==> src/rtl/decode_queue.sv <==
// Buffered RV32I(M) decode stage: a DEPTH-entry fetch FIFO followed by a registered
// decode/output stage with valid/ready on both sides, flush, and illegal-instruction tagging.

package decode_queue_pkg;

   typedef enum logic [6:0] {
      op_lui   = 7'b0110111,
      op_auipc = 7'b0010111,
      op_jal   = 7'b1101111,
      op_jalr  = 7'b1100111,
      op_br    = 7'b1100011,
      op_load  = 7'b0000011,
      op_store = 7'b0100011,
      op_imm   = 7'b0010011,
      op_reg   = 7'b0110011
   } rv32i_opcode_t;

   typedef enum logic [2:0] {
      alu_add = 3'b000, alu_sll = 3'b001, alu_sra = 3'b010, alu_sub = 3'b011,
      alu_xor = 3'b100, alu_srl = 3'b101, alu_or  = 3'b110, alu_and = 3'b111
   } alu_ops_t;

   typedef enum logic [2:0] {
      beq = 3'b000, bne = 3'b001, blt = 3'b100, bge = 3'b101, bltu = 3'b110, bgeu = 3'b111
   } branch_funct3_t;

   typedef enum logic {a1_rs1_out = 1'b0, a1_pc_out = 1'b1} alumux1_sel_t;

   typedef enum logic [2:0] {
      a2_i_imm = 3'd0, a2_u_imm = 3'd1, a2_b_imm = 3'd2,
      a2_s_imm = 3'd3, a2_j_imm = 3'd4, a2_rs2_out = 3'd5
   } alumux2_sel_t;

   typedef enum logic {cm_rs2_out = 1'b0, cm_i_imm = 1'b1} cmpmux_sel_t;

   typedef enum logic [1:0] {pc_plus4 = 2'd0, pc_alu_out = 2'd1, pc_alu_mod2 = 2'd2} pcmux_sel_t;

   typedef enum logic [3:0] {
      rf_alu_out = 4'd0, rf_br_en = 4'd1, rf_u_imm = 4'd2, rf_lw  = 4'd3, rf_pc_plus4 = 4'd4,
      rf_lb      = 4'd5, rf_lbu   = 4'd6, rf_lh    = 4'd7, rf_lhu = 4'd8
   } regfilemux_sel_t;

   typedef struct packed {
      logic [6:0]      opcode;
      logic [2:0]      funct3;
      logic [6:0]      funct7;
      alu_ops_t        aluop;
      branch_funct3_t  cmpop;
      alumux1_sel_t    alumux1;
      alumux2_sel_t    alumux2;
      cmpmux_sel_t     cmpmux;
      logic            mem_read;
      logic            mem_write;
      logic            load_pc;
      pcmux_sel_t      pcmux;
      logic            load_regfile;
      regfilemux_sel_t regfilemux;
   } rv32i_control_word;

endpackage

module decode_queue
   import decode_queue_pkg::*;
#(
   parameter int DEPTH    = 4,
   parameter int XLEN     = 32,
   parameter bit ENABLE_M = 1'b1
) (
   input  logic                         clk,
   input  logic                         rst,
   input  logic                         flush,
   input  logic                         in_valid,
   output logic                         in_ready,
   input  logic [31:0]                  in_instr,
   input  logic [XLEN-1:0]              in_pc,
   output logic                         out_valid,
   input  logic                         out_ready,
   output logic [31:0]                  out_instr,
   output logic [XLEN-1:0]              out_pc,
   output rv32i_control_word            out_ctrl,
   output logic                         out_is_muldiv,
   output logic [2:0]                   out_muldiv_op,
   output logic                         out_illegal,
   output logic [$clog2(DEPTH+1)-1:0]   count
);

   localparam int PW = (DEPTH > 1) ? $clog2(DEPTH) : 1;
   localparam int CW = $clog2(DEPTH+1);

   logic [31:0]       instr_mem [DEPTH];
   logic [XLEN-1:0]   pc_mem    [DEPTH];

   logic [PW-1:0]     head_q, head_d, tail_q, tail_d;
   logic [CW-1:0]     count_q, count_d;

   logic              out_valid_q;
   logic [31:0]       out_instr_q;
   logic [XLEN-1:0]   out_pc_q;
   rv32i_control_word out_ctrl_q;
   logic              out_md_q;
   logic [2:0]        out_mdop_q;
   logic              out_ill_q;

   logic              push, pop;
   logic [31:0]       dec_instr;
   logic [2:0]        f3;
   logic [6:0]        f7;
   rv32i_control_word dec_ctrl;
   logic              dec_md, dec_ill;
   logic [2:0]        dec_mdop;

   // in_ready depends only on occupancy, so a full FIFO refuses even when a pop is under way.
   assign in_ready = (count_q < CW'(DEPTH));
   assign push     = in_valid && in_ready;
   assign pop      = (count_q != '0) && (!out_valid_q || out_ready);

   always_comb begin
      head_d  = head_q;
      tail_d  = tail_q;
      if (pop)  head_d = head_q + PW'(1);
      if (push) tail_d = tail_q + PW'(1);
      count_d = count_q + CW'(push) - CW'(pop);
   end

   assign dec_instr = instr_mem[head_q];
   assign f3        = dec_instr[14:12];
   assign f7        = dec_instr[31:25];

   always_comb begin
      dec_ill              = 1'b0;
      dec_md               = 1'b0;
      dec_ctrl             = '0;
      dec_ctrl.opcode      = dec_instr[6:0];
      dec_ctrl.funct3      = f3;
      dec_ctrl.funct7      = f7;
      dec_ctrl.aluop       = alu_ops_t'(f3);
      dec_ctrl.cmpop       = branch_funct3_t'(f3);
      dec_ctrl.alumux1     = a1_rs1_out;
      dec_ctrl.alumux2     = a2_i_imm;
      dec_ctrl.cmpmux      = cm_rs2_out;
      dec_ctrl.load_pc     = 1'b1;
      dec_ctrl.pcmux       = pc_plus4;
      dec_ctrl.regfilemux  = rf_alu_out;
      case (dec_instr[6:0])
         op_lui: begin
            dec_ctrl.load_regfile = 1'b1;
            dec_ctrl.regfilemux   = rf_u_imm;
         end
         op_auipc: begin
            dec_ctrl.alumux1      = a1_pc_out;
            dec_ctrl.alumux2      = a2_u_imm;
            dec_ctrl.aluop        = alu_add;
            dec_ctrl.load_regfile = 1'b1;
         end
         op_br: begin
            if (f3 == 3'd2 || f3 == 3'd3) dec_ill = 1'b1;
            dec_ctrl.alumux1 = a1_pc_out;
            dec_ctrl.alumux2 = a2_b_imm;
            dec_ctrl.aluop   = alu_add;
         end
         op_load: begin
            dec_ctrl.aluop        = alu_add;
            dec_ctrl.mem_read     = 1'b1;
            dec_ctrl.load_regfile = 1'b1;
            case (f3)
               3'd0:    dec_ctrl.regfilemux = rf_lb;
               3'd1:    dec_ctrl.regfilemux = rf_lh;
               3'd2:    dec_ctrl.regfilemux = rf_lw;
               3'd4:    dec_ctrl.regfilemux = rf_lbu;
               3'd5:    dec_ctrl.regfilemux = rf_lhu;
               default: dec_ill = 1'b1;
            endcase
         end
         op_store: begin
            if (f3 > 3'd2) dec_ill = 1'b1;
            dec_ctrl.alumux2   = a2_s_imm;
            dec_ctrl.aluop     = alu_add;
            dec_ctrl.mem_write = 1'b1;
         end
         op_imm: begin
            dec_ctrl.load_regfile = 1'b1;
            case (f3)
               3'b001: if (f7 != 7'b0000000) dec_ill = 1'b1;
               3'b010, 3'b011: begin
                  dec_ctrl.cmpop      = (f3 == 3'b010) ? blt : bltu;
                  dec_ctrl.cmpmux     = cm_i_imm;
                  dec_ctrl.regfilemux = rf_br_en;
               end
               3'b101: begin
                  if (f7 != 7'b0000000 && f7 != 7'b0100000) dec_ill = 1'b1;
                  dec_ctrl.aluop = f7[5] ? alu_sra : alu_srl;
               end
               default: ;
            endcase
         end
         op_reg: begin
            dec_ctrl.alumux2      = a2_rs2_out;
            dec_ctrl.load_regfile = 1'b1;
            case (f7)
               7'b0000000: begin
                  if (f3 == 3'b010 || f3 == 3'b011) begin
                     dec_ctrl.cmpop      = (f3 == 3'b010) ? blt : bltu;
                     dec_ctrl.regfilemux = rf_br_en;
                  end
               end
               7'b0100000: begin
                  if (f3 == 3'b000)      dec_ctrl.aluop = alu_sub;
                  else if (f3 == 3'b101) dec_ctrl.aluop = alu_sra;
                  else                   dec_ill = 1'b1;
               end
               // M-extension ops share op_reg; the ALU op field is unused for them.
               7'b0000001: begin
                  if (ENABLE_M) dec_md  = 1'b1;
                  else          dec_ill = 1'b1;
               end
               default: dec_ill = 1'b1;
            endcase
         end
         op_jal: begin
            dec_ctrl.alumux1      = a1_pc_out;
            dec_ctrl.alumux2      = a2_j_imm;
            dec_ctrl.aluop        = alu_add;
            dec_ctrl.pcmux        = pc_alu_out;
            dec_ctrl.load_regfile = 1'b1;
            dec_ctrl.regfilemux   = rf_pc_plus4;
         end
         op_jalr: begin
            if (f3 != 3'b000) dec_ill = 1'b1;
            dec_ctrl.aluop        = alu_add;
            dec_ctrl.pcmux        = pc_alu_mod2;
            dec_ctrl.load_regfile = 1'b1;
            dec_ctrl.regfilemux   = rf_pc_plus4;
         end
         default: dec_ill = 1'b1;
      endcase
      if (dec_ill) begin
         dec_ctrl = '0;
         dec_md   = 1'b0;
      end
   end

   assign dec_mdop = dec_md ? f3 : 3'b000;

   always_ff @(posedge clk) begin
      if (push && !rst && !flush) begin
         instr_mem[tail_q] <= in_instr;
         pc_mem[tail_q]    <= in_pc;
      end
   end

   always_ff @(posedge clk) begin
      if (rst) begin
         head_q      <= '0;
         tail_q      <= '0;
         count_q     <= '0;
         out_valid_q <= 1'b0;
         out_instr_q <= '0;
         out_pc_q    <= '0;
         out_ctrl_q  <= '0;
         out_md_q    <= 1'b0;
         out_mdop_q  <= '0;
         out_ill_q   <= 1'b0;
      end else if (flush) begin
         head_q      <= '0;
         tail_q      <= '0;
         count_q     <= '0;
         out_valid_q <= 1'b0;
      end else begin
         head_q  <= head_d;
         tail_q  <= tail_d;
         count_q <= count_d;
         if (pop) begin
            out_valid_q <= 1'b1;
            out_instr_q <= dec_instr;
            out_pc_q    <= pc_mem[head_q];
            out_ctrl_q  <= dec_ctrl;
            out_md_q    <= dec_md;
            out_mdop_q  <= dec_mdop;
            out_ill_q   <= dec_ill;
         end else if (out_ready) begin
            out_valid_q <= 1'b0;
         end
      end
   end

   assign out_valid     = out_valid_q;
   assign out_instr     = out_instr_q;
   assign out_pc        = out_pc_q;
   assign out_ctrl      = out_ctrl_q;
   assign out_is_muldiv = out_md_q;
   assign out_muldiv_op = out_mdop_q;
   assign out_illegal   = out_ill_q;
   assign count         = count_q;

endmodule
==> config.mk <==
export PLATFORM = sky130hd
export DESIGN_NAME = decode_queue
export DESIGN_NICKNAME = d
export VERILOG_FILES = /design/src/rtl/decode_queue.sv
export SDC_FILE = /design/constraint.sdc
export NUM_CORES = 1
export LEC_CHECK = 0
export ABC_AREA = 1
export ABC_CLOCK_PERIOD_IN_PS = 4500
export CAP_MARGIN = 20
export CORE_MARGIN = 1.5
export CORE_UTILIZATION = 40
export CTS_CLUSTER_DIAMETER = 50
export DETAILED_ROUTE_END_ITERATION = 7
export PLACE_DENSITY = 0.75
export REMOVE_ABC_BUFFERS = 1
export SLEW_MARGIN = 25
export SYNTH_ARGS = -nofsm -noshare
export SYNTH_HDL_FRONTEND = slang
export SYNTH_SLANG_ARGS = --single-unit
==> constraint.sdc <==
create_clock -name clk -period 4.5 [get_ports clk]
set_input_delay 0.45 -clock clk [delete_from_list [all_inputs] [get_ports clk]]
set_output_delay 0.45 -clock clk [all_outputs]
set_load 0.05 [all_outputs]
==> results.ini <==
[run_status]
outcome=finished clean

[routing]
avgRoutedWirePerCell_um=16.65
wl_um=33660
drt-pass1-iter-count=7
num_vias=10340
drc_errors=0
antenna_left=0
drtIter0Drc=891
via_per_inst=5.116

[power_and_ir_drop]
p_per_area_nw_per_um2=493.9
power.total_w=0.008839
ir_drop_v=0.0003020
p_leak_nw=6.276

[critical_path]
r2r_slack_ps=1420
crit_type=register to register
worstPathArrival_ps=3530
cp-start-kind=register
critPathMaxFanout=66
required_ps=4950
crit_path_end_kind=register

[clock_network]
cts-root-buf=clkbuf_16
cts_buffer_depth=3
cts.sinks=373
htree_levels=2
cts-buffers-inserted=39
cts_resized=0
post-cts-setup-buffers=0
clkTransAtPathRegs_ps=60
cts_tree=done
clk_latency_ps=550
ctsHoldBuffers=0

[place]
routabilityCongestion=0.8731
dp_cells=1946
dpl.hpwl_um=20790
numPortBuffers=180
place_area_um2=16620

[job]
cap_violations=0

[timing]
rsz0062_at_grt=no
slew_headroom=0.4168
layout_min_cycle_time_ps=3080
skew_ps=28.21
finalMaxSlewViolations=0
max_freq_ghz=0.3247
holdWs_ps=436.3
period_share=0.6845
setup_viol_count_final=0
worstMarginPinSlew_ps=873.7
final-hold-violation-count=0

[global_routing]
track_usage=0.1809
antenna_found_initial=3
grt_pass1_wl_um=52960
grt_max_degree=75
grt_pass1_vias=10030
grt_remaining_overflow=0

[die]
dieArea_um2=37250
io-pin-count=181
die_y_um=193.0
core.rowCount=69
core_area_um2=35570
initial_core_util=0.4060
die_w_um=193.0

[synthesis]
synth_area_um2=14440
yosys_warnings=0
postSynthAreaPerCell_um2=10.57
syn_inst=1367
yosysSeqAreaShare=0.6944
yosysUniqueCellTypes=26
synth.ff_latch_count=373

[layout]
area_growth_pct=23.92
mostFrequentLayoutCells=nand2_1, edfxtp_1, clkdlybuf4s50_1
layout.cells.non_filler=2022
fin_area_um2=17900
fin_nets=1602
final_common_cell=nand2_1
final_core_util=0.5032
drive_gt1_frac=0.06615

[min_path]
hold_path.class=primary input to register

==> per-stage QoR <==
stage	TNS (ps)	worst slack [ps]
final	0	1420
after global routing	0	1068
after CTS	0	1424
after detailed placement	0	1441
after global placement	0	1596
after floorplan	-212240	-2294
==> cell families after synthesis <==
| logic type | after synthesis | share of synthesized area |
|---|---|---|
| buffers and inverters | 120 | 0.03595 |
| and+or+nand+nor | 598 | 0.1644 |
| AOI/OAI and AO/OA | 268 | 0.09798 |
| DFF | 373 | 0.6944 |
| xor gates and xnor gates | 1 | 0.0006065 |
| adders and majority gates | 7 | 0.006584 |
==> critical path: stages (launching register included) <==
cell,delay (ps)
dfxtp_2,330
buf_4,520
nand2_1,150
nand2_1,110
nand2_1,50
nand2_1,240
nand2_1,80
nor2_1,130
nand2_1,100
nand2_1,90
nor2_1,60
nand2_1,50
nand2_1,80
nor2_4,570
nand2_1,200
a21oi_1,190
==> routing by layer <==
metal	global-route usage	wire, um	part of all wire	vias up
met4	0.04260	550	0.016	2
met3	0.04163	2587	0.077	44
met5	0	11	0.00033	-
li1	-	-	-	5027
met2	0.3132	16470	0.49	343
met1	0.2303	14040	0.42	4928
==> flip-flops by register name (all words and copies together), names as in the netlist, named ones only <==
signal         cells
instr_mem        128
count              3
tail_q             2
out_instr         32
out_muldiv_op      3
out_valid          1
head_q             2
out_is_muldiv      1
out_pc            32
pc_mem           128
out_illegal        1
out_ctrl          38
==> power by group <==
part | internal, W | switching (W)
combinational | 0.000523 | 0.00130
sequential | 0.00383 | 0.0000820
clock | 0.00179 | 0.00132
total | 0.00614 | 0.00270
==> synth_stat cells (all sizes together) <==
library cell,instances,share of area
o22ai,47,0.020
o21ai,100,0.035
clkinv,1,0.00026
buf,18,0.0094
nand3,68,0.024
dfxtp,117,0.16
nor2,164,0.045
fa,1,0.0014
nand4,3,0.0013
a21oi,115,0.040
o221ai,1,0.00061
clkbuf,60,0.016
edfxtp,256,0.53
ha,6,0.0052
xnor2,1,0.00061
a31oi,1,0.00043
inv,41,0.011
o31ai,2,0.0010
o21bai,2,0.0010
nand2,363,0.095
==> worst paths after layout <==
path / from / endpoint / cells after the start
hold reg to reg: out_instr[17] / out_instr[17] / 2
hold / removal: rst / out_pc[27] / 2
setup / recovery: register / out_ctrl[32] / 15
setup reg to reg: register / out_ctrl[32] / 15
==> final cells by class <==
type | instances | area [um^2]
antenna | 4 | 10.01
clock inverter | 20 | 176.4
clock buffer | 52 | 1089
tap | 461 | 576.8
fill | 3162 | 17670
timing repair buffer | 196 | 1919
inverter | 42 | 161.4
multi-input combinational | 874 | 3931
sequential | 373 | 10030
Power figures use the tool's default switching activity.
